$ cat src/rtl/hdlc_rx_frame_ctrl.sv
// rtl/hdlc_rx_frame_ctrl.sv - HDLC receive frame sequencer between bit detectors and Rx buffer
// Optional FCS rejection enabled by defining HDLC_RX_FCS_CHECK_EN.
module hdlc_rx_frame_ctrl #(
  parameter int MAX_BYTES = 128,
  parameter int MIN_BYTES = 4,
  parameter int FCS_BYTES = 2,
  localparam int AW = $clog2(MAX_BYTES),
  localparam int CW = $clog2(MAX_BYTES + 1)
) (
  input  logic          Clk,
  input  logic          Rst,
  input  logic          Rx_Enable,
  input  logic          Rx_FlagDetect,
  input  logic          Rx_AbortDetect,
  input  logic          Rx_NewByte,
  input  logic          Rx_ReadDone,
  input  logic          Rx_Drop,
`ifdef HDLC_RX_FCS_CHECK_EN
  input  logic          Rx_FCSerr,
`endif
  output logic          Rx_ValidFrame,
  output logic          Rx_WrBuff,
  output logic [AW-1:0] Rx_WrAddr,
  output logic          Rx_EoF,
  output logic          Rx_AbortSignal,
  output logic          Rx_Overflow,
  output logic          Rx_Ready,
  output logic [CW-1:0] Rx_FrameSize,
  output logic          Rx_FrameError
);

  typedef enum logic [1:0] {IDLE, FLAG, FRAME, WAIT} state_t;

  localparam logic [CW-1:0] MAX_CNT = CW'(MAX_BYTES);
  localparam logic [CW-1:0] MIN_CNT = CW'(MIN_BYTES);
  localparam logic [CW-1:0] FCS_CNT = CW'(FCS_BYTES);

  state_t        state;
  logic [CW-1:0] count;
  logic          eof_pending;
  logic          err_pending;
  logic          fcs_err;

`ifdef HDLC_RX_FCS_CHECK_EN
  assign fcs_err = Rx_FCSerr;
`else
  assign fcs_err = 1'b0;
`endif

  // EoF and FrameError trail the frame exit by one cycle via the pending flags.
  always_ff @(posedge Clk or posedge Rst) begin
    if (Rst) begin
      state          <= IDLE;
      count          <= '0;
      eof_pending    <= 1'b0;
      err_pending    <= 1'b0;
      Rx_ValidFrame  <= 1'b0;
      Rx_WrBuff      <= 1'b0;
      Rx_WrAddr      <= '0;
      Rx_EoF         <= 1'b0;
      Rx_AbortSignal <= 1'b0;
      Rx_Overflow    <= 1'b0;
      Rx_Ready       <= 1'b0;
      Rx_FrameSize   <= '0;
      Rx_FrameError  <= 1'b0;
    end else begin
      Rx_WrBuff      <= 1'b0;
      Rx_AbortSignal <= 1'b0;
      Rx_EoF         <= eof_pending;
      Rx_FrameError  <= err_pending;
      eof_pending    <= 1'b0;
      err_pending    <= 1'b0;
      if (!Rx_Enable) begin
        if (state == FRAME) eof_pending <= 1'b1;
        state         <= IDLE;
        count         <= '0;
        Rx_ValidFrame <= 1'b0;
        Rx_Ready      <= 1'b0;
        Rx_FrameSize  <= '0;
      end else begin
        case (state)
          IDLE: begin
            if (Rx_FlagDetect) state <= FLAG;
          end
          FLAG: begin
            if (Rx_NewByte && !Rx_FlagDetect) begin
              state         <= FRAME;
              count         <= CW'(1);
              Rx_ValidFrame <= 1'b1;
              Rx_Overflow   <= 1'b0;
              Rx_WrBuff     <= 1'b1;
              Rx_WrAddr     <= '0;
            end
          end
          FRAME: begin
            if (Rx_AbortDetect) begin
              state          <= IDLE;
              count          <= '0;
              Rx_ValidFrame  <= 1'b0;
              Rx_AbortSignal <= 1'b1;
              eof_pending    <= 1'b1;
            end else if (Rx_Drop) begin
              state         <= IDLE;
              count         <= '0;
              Rx_ValidFrame <= 1'b0;
              eof_pending   <= 1'b1;
            end else if (Rx_FlagDetect) begin
              Rx_ValidFrame <= 1'b0;
              eof_pending   <= 1'b1;
              if (count < MIN_CNT) begin
                // Too short: the closing flag doubles as the next opening flag.
                state <= FLAG;
                count <= '0;
              end else if (fcs_err) begin
                state       <= IDLE;
                count       <= '0;
                err_pending <= 1'b1;
              end else begin
                state        <= WAIT;
                Rx_Ready     <= 1'b1;
                Rx_FrameSize <= count - FCS_CNT;
              end
            end else if (Rx_NewByte) begin
              if (count < MAX_CNT) begin
                Rx_WrBuff <= 1'b1;
                Rx_WrAddr <= count[AW-1:0];
                count     <= count + CW'(1);
              end else begin
                Rx_Overflow <= 1'b1;
              end
            end
          end
          WAIT: begin
            if (Rx_ReadDone || Rx_Drop) begin
              state        <= IDLE;
              count        <= '0;
              Rx_Ready     <= 1'b0;
              Rx_FrameSize <= '0;
            end
          end
          default: state <= IDLE;
        endcase
      end
    end
  end

endmodule

$ cat config.mk
export PLATFORM = sky130hd
export DESIGN_NAME = hdlc_rx_frame_ctrl
export DESIGN_NICKNAME = d
export VERILOG_FILES = /design/src/rtl/hdlc_rx_frame_ctrl.sv
export SDC_FILE = /design/constraint.sdc
export NUM_CORES = 1
export LEC_CHECK = 0
export ABC_AREA = 1
export CAP_MARGIN = 20
export CORE_ASPECT_RATIO = 0.8
export CORE_MARGIN = 2
export CORE_UTILIZATION = 45
export DETAILED_ROUTE_END_ITERATION = 10
export PLACE_DENSITY_LB_ADDON = 0.1
export RECOVER_POWER = 25
export SYNTH_ARGS = -nofsm -noshare
export SYNTH_HDL_FRONTEND = slang
export SYNTH_SLANG_ARGS = --single-unit
$ cat constraint.sdc
create_clock -name Clk -period 2.1 [get_ports Clk]
set_clock_uncertainty 0.05 [all_clocks]
set_input_delay 0.21 -clock Clk [delete_from_list [all_inputs] [get_ports Clk]]
set_output_delay 0.21 -clock Clk [all_outputs]
set_load 0.1 [all_outputs]
==> impl_metrics.yaml <==
layout:
  regArea_sq_um: 801
  drive_above_1_share: 0.285
  fill_cells: 396
  layout_commonest_cell: "nand2_1"
  final_util: 0.588
  multi_input_area_sq_um: 955
  syn2layout_area_growth_pct: 22.1
  nNetsFinal: 274
  diodes: 0
  layout_common_cells: "nand2_1 (54), dfrtp_1 (32), buf_4 (24), nand3_1 (20), nor2_1 (19)"
logic_synthesis:
  ys_seq_area_frac: 0.426
  postSynthCellCount: 225
  synth_top_cell_area_share: 0.426
  synth_top_area_cell: "dfrtp_1"
  synth_cell_type_count: 33
  syn_area_sq_mm: 0.00188
  yosysWarnings: 0
  syn_avg_cell_area_sq_um: 8.35
  synth_nets: 240
  synthTopCellsByArea: "dfrtp_1 (43%), nand2_1 (11%), o21ai_2 (6.5%), nand3_1 (5.3%), ha_1 (4.7%)"
  yosys_register_bits: 32
sta:
  slew_violations: 0
  grt_setup_unrepaired: "false"
  fin_crit_ns: 1.86
  clock.fmax_mhz: 539
  slew_headroom: 0.485
  finalSetupViolCount: 0
  worstMarginPinSlew_ns: 0.773
  hold_viol: 0
  finalCritPeriodShare: 0.884
  fin_tns_setup_ns: 0
clocking:
  clock_sinks: 32
  clockRootBuffer: "clkbuf_8"
  h-tree-depth: 2
  cts_tree: "done"
  numCtsBuffers: 5
  cts_buffer_depth: 2
  clock_latency_ns: 0.28
  cts_setup_buffers: 0
  clkTransAtPathRegs_ns: 0.07
  hold_buffers: 0
critical_path:
  critPathRequiredTime_ns: 2.23
  r2r_setup_slack_ns: 0.24
  worst-r2r-cell-count: 9
  worstPathMaxFanout: 14
  criticalPathCategory: "register to register"
  r2r_end: "Rx_WrAddr[6]"
  cp-end-kind: "register"
  crit_path_start_kind: "register"
  critPathArrivalTime_ns: 1.98
  rr_startpoint: "state[0]"
die:
  rows: 20
  die_w_um: 76.3
  die_y_um: 61.8
  start_util: 0.481
  dieArea_sq_mm: 0.00471
  coreArea_sq_mm: 0.00390
  ioPinCount: 30
placed_design:
  place_congestion: 0.840
  hpwl_mm: 2.98
  port_buffers: 28
global_routing:
  grt_max_degree: 33
  grt_usage: 0.184
  antenna_found_initial: 0
  grt_pass1_vias: 1401
  grt_first_pass_wirelength_mm: 6.61
  grt-ovfl-total: 0
min_path:
  min-delay-start: "eof_pending"
  min_to: "Rx_EoF"
  hold_path_class: "register to register"
  hold_depth: 0
routing:
  drt-wirelength-per-cell_um: 12.4
  vias: 1555
  drt-initial-drc-count: 122
  wl_mm: 3.92
  via_per_inst: 4.94
  ant_nets: 0
  drc: 0
  firstDrtPassIters: 4
pwr:
  ir_worst_vdd_uv: 762
  powerDensity_mw_per_mm2: 1310
  leakagePower_nw: 1.11
status:
  status: "finished clean"
run:
  cap_violations: 0
-- registers in the layout (all words and copies together), names as in the netlist --
name / cells
Rx_ValidFrame: 1
Rx_EoF: 1
state: 2
Rx_FrameSize: 8
Rx_Ready: 1
Rx_Overflow: 1
eof_pending: 1
Rx_WrBuff: 1
Rx_WrAddr: 7
count: 8
Rx_AbortSignal: 1
-- stage by stage --
| stage | hold WS, ns | instances | instance area [sq um] | setup slack [ns] | power (W) |
|---|---|---|---|---|---|
| 2_1_floorplan | 0.276 | 225 | 1880 | 0.461 | 0.00212 |
| 4_1_cts | 0.262 | 315 | 2290 | 0.133 | 0.00303 |
| 5_1_grt | 0.311 | 315 | 2290 | 0.0615 | 0.00318 |
| 3_3_place_gp | 0.283 | 307 | 2180 | 0.208 | 0.00244 |
| 6_report | 0.303 | 315 | 2290 | 0.244 | 0.00302 |
| 3_5_place_dp | 0.289 | 307 | 2180 | 0.152 | 0.00245 |
-- final cells by class --
| class | instances | area share |
|---|---|---|
| Multi-Input combinational cell | 165 | 0.416 |
| Sequential cell | 32 | 0.349 |
| Timing Repair Buffer | 33 | 0.120 |
| Inverter | 22 | 0.0382 |
| Clock buffer | 6 | 0.0316 |
| Tap cell | 55 | 0.0300 |
| Clock inverter | 2 | 0.0153 |
-- per-layer routing --
metal	vias up	wire, um	global-route usage
met2	39	1610	0.262
met5	-	0	0
met3	6	238	0.0448
li1	793	-	-
met4	0	65	0.0779
met1	717	2010	0.270
-- worst max path at each step --
stage | from | endpoint | slack [ns] | cells past startpoint
global route | state[0] | Rx_WrAddr[5] | 0.06 | 9
detailed placement | state[0] | Rx_WrAddr[5] | 0.15 | 9
floorplan | state[0] | Rx_WrAddr[4] | 0.46 | 10
CTS | state[0] | Rx_WrAddr[5] | 0.13 | 9
finish | state[0] | Rx_WrAddr[6] | 0.24 | 9
global placement | Rx_Enable | count[5] | 0.21 | 12
-- logic make-up after synthesis --
kind of cell / share of synthesized area
XOR/XNOR: 0.0233
AND/OR/NAND/NOR: 0.303
buffers and inverters: 0.0699
AO/OA/AOI/OAI: 0.129
flip-flops: 0.426
other: 0.00200
adder cells (fa/ha/maj): 0.0466
-- worst max-delay path: stages (launching register included) --
cell,delay (ns)
dfrtp_1,0.40
inv_1,0.11
ha_1,0.26
inv_2,0.12
nor2_2,0.12
a21oi_1,0.06
a21oi_2,0.21
nand3_4,0.22
nand2_1,0.14
o21ai_2,0.05
-- Yosys cell counts, drive strengths merged --
| cell type | n |
|---|---|
| nor3 | 3 |
| and3 | 1 |
| o211ai | 1 |
| nand3b | 1 |
| nand2 | 59 |
| a21oi | 6 |
| nand4 | 3 |
| nand3 | 23 |
| o21ai | 26 |
| xor2 | 4 |
| o21a | 2 |
| conb | 1 |
| buf | 6 |
| dfrtp | 32 |
| ha | 7 |
| xnor2 | 1 |
| inv | 22 |
| nor2 | 27 |
-- where the power goes --
part           total [W]  switching, W  leakage [nW]  internal (W)
Clock           0.000583      0.000231        0.0552      0.000352
Combinational    0.00160       0.00124         0.629      0.000358
Sequential      0.000835     0.0000865         0.427      0.000748
-- what timing repair did --
item | in CTS | in global routing
gates resized for setup | 0 | 1
endpoints found under the setup margin | 0 | 7
hold endpoints to repair | 0 | 0
(Power assumes the default switching activity.)
